===== src/rtl/alu_seq_pkg.sv =====
// alu_seq_pkg: shared types and constants for the ALU issue/writeback sequencer.
// Optional feature macro: ALU_SEQ_IMM_EN (immediate B operand).
package alu_seq_pkg;

    localparam int DW   = 8;   // datapath width, equals the ALU width
    localparam int NREG = 4;   // register-file depth
    localparam int AW   = 2;   // register index width

    // ALU opcodes as forwarded on ALUSel; 3'b010 and 3'b011 also select SUB.
    localparam logic [2:0] OP_ADD = 3'b000;
    localparam logic [2:0] OP_SUB = 3'b001;
    localparam logic [2:0] OP_OR  = 3'b100;
    localparam logic [2:0] OP_NOR = 3'b101;
    localparam logic [2:0] OP_AND = 3'b110;
    localparam logic [2:0] OP_XOR = 3'b111;

    typedef logic [DW-1:0] data_t;
    typedef logic [AW-1:0] addr_t;

    typedef enum logic [1:0] {
        IDLE = 2'd0,
        EXEC = 2'd1,
        WB   = 2'd2
    } state_t;

endpackage


===== src/rtl/alu_op_sequencer_if.sv =====
// alu_op_sequencer_if: instruction, load, ALU and debug signals of the sequencer.
// ImmSel/Imm exist only when ALU_SEQ_IMM_EN is defined.
interface alu_op_sequencer_if;
    import alu_seq_pkg::*;

    logic       InstrValid;
    logic       InstrReady;
    logic [2:0] Opcode;
    addr_t      Rd;
    addr_t      Rs1;
    addr_t      Rs2;
`ifdef ALU_SEQ_IMM_EN
    logic       ImmSel;
    data_t      Imm;
`endif
    logic       LoadEn;
    addr_t      LoadAddr;
    data_t      LoadData;
    data_t      A;
    data_t      B;
    logic [2:0] ALUSel;
    data_t      Result;
    logic       ZFlag;
    logic       Done;
    logic       ZReg;
    addr_t      DbgAddr;
    data_t      DbgData;

`ifdef ALU_SEQ_IMM_EN
    // Instruction source, ALU and debug host side.
    modport master (
        output InstrValid, Opcode, Rd, Rs1, Rs2, ImmSel, Imm,
        output LoadEn, LoadAddr, LoadData, Result, ZFlag, DbgAddr,
        input  InstrReady, A, B, ALUSel, Done, ZReg, DbgData
    );
    // Sequencer side.
    modport slave (
        input  InstrValid, Opcode, Rd, Rs1, Rs2, ImmSel, Imm,
        input  LoadEn, LoadAddr, LoadData, Result, ZFlag, DbgAddr,
        output InstrReady, A, B, ALUSel, Done, ZReg, DbgData
    );
`else
    // Instruction source, ALU and debug host side.
    modport master (
        output InstrValid, Opcode, Rd, Rs1, Rs2,
        output LoadEn, LoadAddr, LoadData, Result, ZFlag, DbgAddr,
        input  InstrReady, A, B, ALUSel, Done, ZReg, DbgData
    );
    // Sequencer side.
    modport slave (
        input  InstrValid, Opcode, Rd, Rs1, Rs2,
        input  LoadEn, LoadAddr, LoadData, Result, ZFlag, DbgAddr,
        output InstrReady, A, B, ALUSel, Done, ZReg, DbgData
    );
`endif

endinterface


===== src/rtl/alu_seq_regfile.sv =====
// alu_seq_regfile: 4x8 register file, one synchronous write port,
// two combinational operand reads and one combinational debug read.
module alu_seq_regfile
    import alu_seq_pkg::*;
(
    input  logic  clk,
    input  logic  rst,
    input  logic  we,
    input  addr_t waddr,
    input  data_t wdata,
    input  addr_t raddr1,
    input  addr_t raddr2,
    input  addr_t dbg_addr,
    output data_t rdata1,
    output data_t rdata2,
    output data_t dbg_data
);

    data_t regs [NREG];

    // Write port; every register clears on reset.
    // NOTE: this storage is reset explicitly because software relies on R[i]=0
    // after reset; a larger RAM would normally be left unreset.
    always_ff @(posedge clk) begin
        if (rst) begin
            for (int i = 0; i < NREG; i++) begin
                regs[i] <= '0;
            end
        end else if (we) begin
            regs[waddr] <= wdata;
        end
    end

    assign rdata1   = regs[raddr1];
    assign rdata2   = regs[raddr2];
    assign dbg_data = regs[dbg_addr];

endmodule


===== src/rtl/alu_op_sequencer.sv =====
// alu_op_sequencer: three-state issue/writeback stage in front of the 8-bit ALU.
// Optional feature macro: ALU_SEQ_IMM_EN selects Imm as the B operand when ImmSel=1.
module alu_op_sequencer
    import alu_seq_pkg::*;
(
    input  logic               clk,
    input  logic               rst,
    alu_op_sequencer_if.slave  bus
);

    state_t     state, state_nxt;
    logic       instr_ready;
    logic       accept;
    logic       wb_en;
    logic       load_ok;
    addr_t      rd_q;
    data_t      a_q, b_q;
    logic [2:0] alusel_q;
    logic       done_q;
    logic       zreg_q;
    data_t      rs1_data, rs2_data, b_sel;
    logic       rf_we;
    addr_t      rf_waddr;
    data_t      rf_wdata;

    // State register; reset returns to IDLE and abandons any pending writeback.
    // NOTE: sequential state uses non-blocking assignments so every flop samples
    // pre-edge values regardless of evaluation order.
    always_ff @(posedge clk) begin
        if (rst) state <= IDLE;
        else     state <= state_nxt;
    end

    // Next-state and per-state strobes.
    // NOTE: every output gets a default first so no path leaves one unassigned,
    // which would infer a latch.
    always_comb begin
        state_nxt   = state;
        instr_ready = 1'b0;
        accept      = 1'b0;
        wb_en       = 1'b0;
        load_ok     = 1'b0;
        unique case (state)
            IDLE: begin
                instr_ready = 1'b1;
                load_ok     = bus.LoadEn;
                if (bus.InstrValid) begin
                    accept    = 1'b1;
                    state_nxt = EXEC;
                end
            end
            EXEC: begin
                wb_en     = 1'b1;
                state_nxt = WB;
            end
            WB:      state_nxt = IDLE;
            default: state_nxt = IDLE;
        endcase
    end

`ifdef ALU_SEQ_IMM_EN
    assign b_sel = bus.ImmSel ? bus.Imm : rs2_data;
`else
    assign b_sel = rs2_data;
`endif

    // Writeback (EXEC only) and direct load (IDLE only) never overlap.
    assign rf_we    = wb_en | load_ok;
    assign rf_waddr = wb_en ? rd_q       : bus.LoadAddr;
    assign rf_wdata = wb_en ? bus.Result : bus.LoadData;

    alu_seq_regfile u_regfile (
        .clk      (clk),
        .rst      (rst),
        .we       (rf_we),
        .waddr    (rf_waddr),
        .wdata    (rf_wdata),
        .raddr1   (bus.Rs1),
        .raddr2   (bus.Rs2),
        .dbg_addr (bus.DbgAddr),
        .rdata1   (rs1_data),
        .rdata2   (rs2_data),
        .dbg_data (bus.DbgData)
    );

    // Operand capture at accept, flag capture and Done pulse at writeback.
    always_ff @(posedge clk) begin
        if (rst) begin
            a_q      <= '0;
            b_q      <= '0;
            alusel_q <= OP_ADD;
            rd_q     <= '0;
            done_q   <= 1'b0;
            zreg_q   <= 1'b0;
        end else begin
            if (accept) begin
                a_q      <= rs1_data;
                b_q      <= b_sel;
                alusel_q <= bus.Opcode;
                rd_q     <= bus.Rd;
            end
            done_q <= wb_en;
            if (wb_en) zreg_q <= bus.ZFlag;
        end
    end

    assign bus.InstrReady = instr_ready;
    assign bus.A          = a_q;
    assign bus.B          = b_q;
    assign bus.ALUSel     = alusel_q;
    assign bus.Done       = done_q;
    assign bus.ZReg       = zreg_q;

endmodule

===== src/flat_wrapper.sv =====
// flat-port wrapper written by rule: the top's interface ports become plain ports
module alu_op_sequencer_flat import alu_seq_pkg::*;
  (clk, rst, bus_InstrValid, bus_Opcode, bus_Rd, bus_Rs1, bus_Rs2, bus_LoadEn, bus_LoadAddr, bus_LoadData, bus_Result, bus_ZFlag, bus_DbgAddr, bus_InstrReady, bus_A, bus_B, bus_ALUSel, bus_Done, bus_ZReg, bus_DbgData);
  alu_op_sequencer_if bus_i ();
  input  logic clk;
  input  logic rst;
  input wire logic [$bits(bus_i.InstrValid)-1:0] bus_InstrValid;
  input wire logic [$bits(bus_i.Opcode)-1:0] bus_Opcode;
  input wire logic [$bits(bus_i.Rd)-1:0] bus_Rd;
  input wire logic [$bits(bus_i.Rs1)-1:0] bus_Rs1;
  input wire logic [$bits(bus_i.Rs2)-1:0] bus_Rs2;
  input wire logic [$bits(bus_i.LoadEn)-1:0] bus_LoadEn;
  input wire logic [$bits(bus_i.LoadAddr)-1:0] bus_LoadAddr;
  input wire logic [$bits(bus_i.LoadData)-1:0] bus_LoadData;
  input wire logic [$bits(bus_i.Result)-1:0] bus_Result;
  input wire logic [$bits(bus_i.ZFlag)-1:0] bus_ZFlag;
  input wire logic [$bits(bus_i.DbgAddr)-1:0] bus_DbgAddr;
  output wire logic [$bits(bus_i.InstrReady)-1:0] bus_InstrReady;
  output wire logic [$bits(bus_i.A)-1:0] bus_A;
  output wire logic [$bits(bus_i.B)-1:0] bus_B;
  output wire logic [$bits(bus_i.ALUSel)-1:0] bus_ALUSel;
  output wire logic [$bits(bus_i.Done)-1:0] bus_Done;
  output wire logic [$bits(bus_i.ZReg)-1:0] bus_ZReg;
  output wire logic [$bits(bus_i.DbgData)-1:0] bus_DbgData;
  assign bus_i.InstrValid = bus_InstrValid;
  assign bus_i.Opcode = bus_Opcode;
  assign bus_i.Rd = bus_Rd;
  assign bus_i.Rs1 = bus_Rs1;
  assign bus_i.Rs2 = bus_Rs2;
  assign bus_i.LoadEn = bus_LoadEn;
  assign bus_i.LoadAddr = bus_LoadAddr;
  assign bus_i.LoadData = bus_LoadData;
  assign bus_i.Result = bus_Result;
  assign bus_i.ZFlag = bus_ZFlag;
  assign bus_i.DbgAddr = bus_DbgAddr;
  assign bus_InstrReady = bus_i.InstrReady;
  assign bus_A = bus_i.A;
  assign bus_B = bus_i.B;
  assign bus_ALUSel = bus_i.ALUSel;
  assign bus_Done = bus_i.Done;
  assign bus_ZReg = bus_i.ZReg;
  assign bus_DbgData = bus_i.DbgData;
  alu_op_sequencer u_core (.clk(clk), .rst(rst), .bus(bus_i));
endmodule

===== config.mk =====
export PLATFORM = sky130hd
export DESIGN_NAME = alu_op_sequencer_flat
export DESIGN_NICKNAME = d
export VERILOG_FILES = /design/src/rtl/alu_seq_pkg.sv /design/src/rtl/alu_op_sequencer_if.sv /design/src/rtl/alu_seq_regfile.sv /design/src/rtl/alu_op_sequencer.sv /design/src/flat_wrapper.sv
export SDC_FILE = /design/constraint.sdc
export NUM_CORES = 1
export LEC_CHECK = 0
export BUFFER_PORTS_ARGS = -buffer_cell sky130_fd_sc_hd__buf_4
export CAP_MARGIN = 0
export CORE_MARGIN = 5
export CORE_UTILIZATION = 55
export CTS_CLUSTER_DIAMETER = 100
export DETAILED_ROUTE_END_ITERATION = 7
export PLACE_DENSITY = 0.84
export RECOVER_POWER = 25
export REMOVE_ABC_BUFFERS = 1
export SYNTH_ARGS = -nofsm -noshare
export SYNTH_HDL_FRONTEND = slang
export SYNTH_HIERARCHICAL = 1
export SYNTH_SLANG_ARGS = --single-unit

===== constraint.sdc =====
create_clock -name clk -period 4.7 [get_ports clk]
set_clock_uncertainty 0.05 [all_clocks]
set_input_delay 0 -clock clk [delete_from_list [all_inputs] [get_ports clk]]
set_output_delay 0 -clock clk [all_outputs]
set_load 0.05 [all_outputs]

# Yosys cells after proc, flatten, opt, wreduce, memory -nomap -nowiden
# Memories as Yosys holds them, arrays and structs flattened. A register that Yosys moved wholly into a read port is not among the register bits.
# Cells that the tools add are included.
[classes]
n_eq_ne = 2
mux = 17
n_reduce_logical = 2
bitwise = 1
[ops]
columns = ["operator", "n"]
rows = [
  ["8-bit 2-to-1 mux", 2],
  ["1-bit 2-to-1 mux", 11],
  ["8-bit OR reduction", 1],
  ["2-bit 2-to-1 mux", 3],
  ["2-bit case mux with 2 select lines", 1],
  ["2-bit by 1-bit == test with 1-bit output, second input constant", 1],
  ["2-bit zero test", 1],
  ["2-bit inequality test, second input constant", 1],
  ["1-bit bitwise OR", 1],
]
[word_totals]
regBits = 9
elab_cells = 28
out_inout_bits = 30
ramBits = 32
inputBits = 34
n_memories = 1
[memory_table]
columns = ["name", "depth", "word_bits", "read_ports", "rd_clocked_by_memory_dff", "wr", "line", "source"]
rows = [
  ["u_core.u_regfile.regs", 4, 8, 3, 2, 4, "alu_seq_regfile.sv:19", "data_t regs [NREG];"],
]

# Logic depth before layout (Yosys ltp)
[logic_depth]
word_depth = 8
depth_mapped = 4
ltp_nobuf = 4

# Modules after synthesis
# The synthesis kept the hierarchy.
[modules_own_cells]
columns = ["module", "cells_each", "seq_area_each_um2", "instances", "area_per_inst_um2"]
rows = [
  ["alu_seq_regfile", 105, 960.9, 1, 1850.5],
  ["alu_op_sequencer", 92, 500.5, 1, 1011.0],
]

# Worst setup path after synthesis
# OpenSTA, ideal clock, no wires.
[synth_path]
path_type = "register to register"
start = "reg u_core.state[0]"
end = "mem u_core/u_regfile/regs[2][0] in the netlist's numbering (enable)"
t_arrival_ps = 1486
setup_slack_ps = 2789
path_buffers = 0
period_less_slack_ps = 1911
required_ps = 4275
path_stages_with_launch = 4
setup_time_ps = 375
cell_sequence = "dfxtp_1 > nor2b_2 > mux2_2 > o21bai_1"
[synth_lines]
columns = ["element", "line", "source"]
rows = [
  ["from (decl)", "alu_op_sequencer.sv:11", "state_t state, state_nxt;"],
  ["from (signal assigned)", "alu_op_sequencer.sv:31", "else state <= state_nxt;"],
  ["to (decl)", "alu_seq_regfile.sv:19", ""],
]

==> results.yml <==
status:
  status: "complete, no violations"
grt:
  grt_pass1_vias: 1941
  antenna_found_initial: 0
  overflow: 0
  globalRouteTotalUtil_pct: 20.18
  grt_first_pass_wirelength_um: 9846
  grt_max_degree: 34
min_path:
  hp-class: "primary input to register"
  min_path_cells: 2
timing:
  rsz0062_at_grt: "no"
  max-slew-margin-rel_pct: 34.18
  finalMaxSlewViolations: 0
  timing.final.hold_violations: 0
  setup_viol: 0
  period_minus_slack_ns: 2.684
  period_share_pct: 57.10
  fin_ws_ns: 2.016
  tightest_slew_ns: 0.9853
  fmaxAchievable_ghz: 0.3726
  tns_ns: 0
critical_path:
  worst_setup_path_end_kind: "register"
  startpoint_type: "register"
  crit_fanout: 13
  critPathKind: "register to register"
  crit_chain: "nor2b_1, mux2_2, o21bai_1"
  worst-endpoint-required_ns: 4.60
  slowest_delay_ns: 0.79
  critPathArrivalTime_ns: 2.59
  crit_slowest_cell: "nor2b_1"
  r2r_cells: 3
cts:
  cts_setup_buffers: 0
  cts.root.buffer_cell: "clkbuf_8"
  cts_tree: "built"
  clkLatencyLatePin_ns: 0.32
  cts_inserted_buffers: 9
  cts.sink_count: 57
  cts_buffer_depth: 2
  clk_pin_slew_worst_paths_ns: 0.07
  h-tree-depth: 3
final_layout:
  area_growth_pct: 22.08
  finish.net_count: 303
  final_layout_size_suffix_gt1_share_pct: 31.75
  fin_area_mm2: 0.003493
  antenna_cells: 0
yosys:
  ys_seq_elements: 57
  synth_compound_area_share_pct: 1.137
  synth_cells: 197
  synth_top_family_by_area: "multiplexers"
  yosysTopAreaCell: "edfxtp_1"
  syn_area_mm2: 0.002861
  ys_top_cells_by_area: "edfxtp_1, mux4_2, dfxtp_1, mux2i_1, and2_1"
  yosys.area.top_type_share_pct: 33.58
  synth_xor_area_share_pct: 0
  yosysSeqAreaShare_pct: 51.07
  yosys.area_share.simple_pct: 14.12
  synth_mux_area_share_pct: 30.52
  yosysUniqueCellTypes: 22
  synthAdderAreaFrac_pct: 0
  ys_warn_count: 6
  postSynthAreaPerCell_um2: 14.53
pwr:
  switching_share_pct: 28.34
  p_sw_mw: 0.3601
  power_density_mw_per_mm2: 363.8
  p_total_mw: 1.271
  ir_drop_mv: 0.2216
  p_seq_share_pct: 46.4
  combPwrFrac_pct: 20.3
  pwr-share-clk_pct: 33.3
  intPower_mw: 0.9106
  leakage_nw: 1.381
routing:
  drt-wirelength-per-cell_um: 17.60
  viasPerCell: 5.549
  via_count: 1909
  drc: 0
  first_pass_iters: 5
  postRouteAntennaNets: 0
  drtIter0Drc: 80
  drt-total-wl_um: 6054
floorplan:
  start_util_pct: 56.39
  die-area_mm2: 0.006745
  core_mm2: 0.005075
  die_x_um: 82.13
  rows: 26
  die_h_um: 82.13
  io_pins: 64
placement:
  gp_congestion: 0.7666
  portBuffers: 63
  hpwlAfterDp_um: 4269
  place_area_mm2: 0.003343
  pre_cts_ws_ns: 2.229
run:
  max_cap_violations: 0
-- final timing paths --
path / start / slack [ns] / to
min: rst / 0.02 / u_core/state[0]
max: u_core/state[0] / 2.02 / u_core/u_regfile/regs[2][3]
max reg2reg: u_core/state[0] / 2.02 / u_core/u_regfile/regs[2][3]
min reg2reg: u_core/bus.ALUSel[0] / 0.44 / u_core/bus.ALUSel[0]
-- cells in the mapped netlist --
| library cell | instances |
|---|---|
| o21bai_1 | 1 |
| nor2_1 | 26 |
| clkbuf_1 | 2 |
| and4bb_1 | 2 |
| nand2_1 | 1 |
| mux2i_1 | 22 |
| nor2b_1 | 3 |
| clkbuf_2 | 3 |
| mux4_2 | 24 |
| buf_6 | 5 |
| nor2b_2 | 1 |
| and2_1 | 32 |
| dfxtp_1 | 25 |
| mux2_2 | 10 |
| nor4b_4 | 1 |
| nor3b_4 | 1 |
| a21o_1 | 1 |
| inv_1 | 1 |
| buf_4 | 1 |
| edfxtp_1 | 32 |
| and2b_1 | 1 |
| a31o_2 | 2 |
-- routing by layer --
layer | global-route usage (%) | vias to the layer above | routed length, um
li1 | - | 881 | -
met1 | 26.33 | 948 | 2599
met2 | 33.52 | 74 | 2997
met3 | 4.338 | 6 | 391
met4 | 6.977 | 0 | 65
met5 | 0 | - | 0
-- cell usage in the layout, fill, tap and decap left out, types with 2 or more instances in the layout --
cell,n
buf_4,39
and2_1,32
edfxtp_1,32
clkbuf_1,27
nor2_1,26
dfxtp_1,25
mux4_2,24
mux2i_1,22
mux2_2,10
clkbuf_8,9
dlygate4sd3_1,8
nor2b_1,4
clkinv_1,3
a31o_2,2
and4bb_1,2
-- worst max-delay path: cells and delay by family, from the launching register on --
kind | cells | cell delay (ns)
and+or+nand+nor | 1 | 0.79
AOI/OAI and AO/OA | 1 | 0.60
muxes | 1 | 0.49
DFF | 1 | 0.37
-- logic make-up (layout without fill, tap and decap cells) --
group / Yosys count / after routing
flops: 57 / 57
simple gates: 68 / 68
compound gates: 4 / 4
buf+inv: 12 / 89
mux: 56 / 56
-- power groups by stage --
| stage | clock [mW] | combinational, mW | sequential (mW) |
|---|---|---|---|
| after floorplan | 0 | 0.140 | 0.632 |
| after global placement | 0 | 0.262 | 0.597 |
| after detailed placement | 0 | 0.267 | 0.599 |
| after CTS | 0.430 | 0.274 | 0.590 |
| after global routing | 0.455 | 0.276 | 0.594 |
| final | 0.423 | 0.258 | 0.590 |
-- sequential cells by signal, indices dropped and copies added, names as in the netlist --
register               cells
u_core/bus.Done            1
u_core/bus.B               8
u_core/state               2
u_core/bus.ALUSel          3
u_core/rd_q                2
u_core/bus.A               8
u_core/bus.ZReg            1
u_core/u_regfile/regs     32
-- area by class of cell --
cell class	count	area (um2)
Tap cell	70	87.58
Inverter	1	3.754
Fill cell	408	1582
Timing Repair Buffer	72	466.7
Clock inverter	5	46.29
Multi-Input combinational cell	128	1296
Sequential cell	57	1461
Clock buffer	11	131.4
-- repair_timing --
item / CTS / global route
hold endpoints to repair: 6 / 0
hold buffers: 8 / 0
gates resized for setup: 0 / 0
-- through the flow --
stage	utilization, %	hold WS [ns]	cells
6_report	68.84	0.01843	344
5_1_grt	68.84	0.02336	344
4_1_cts	70.96	0.001152	344
3_5_place_dp	65.88	0.1937	320
3_3_place_gp	65.88	0.1850	320
2_1_floorplan	-	0.02161	186
Power figures use the tool's default switching activity.
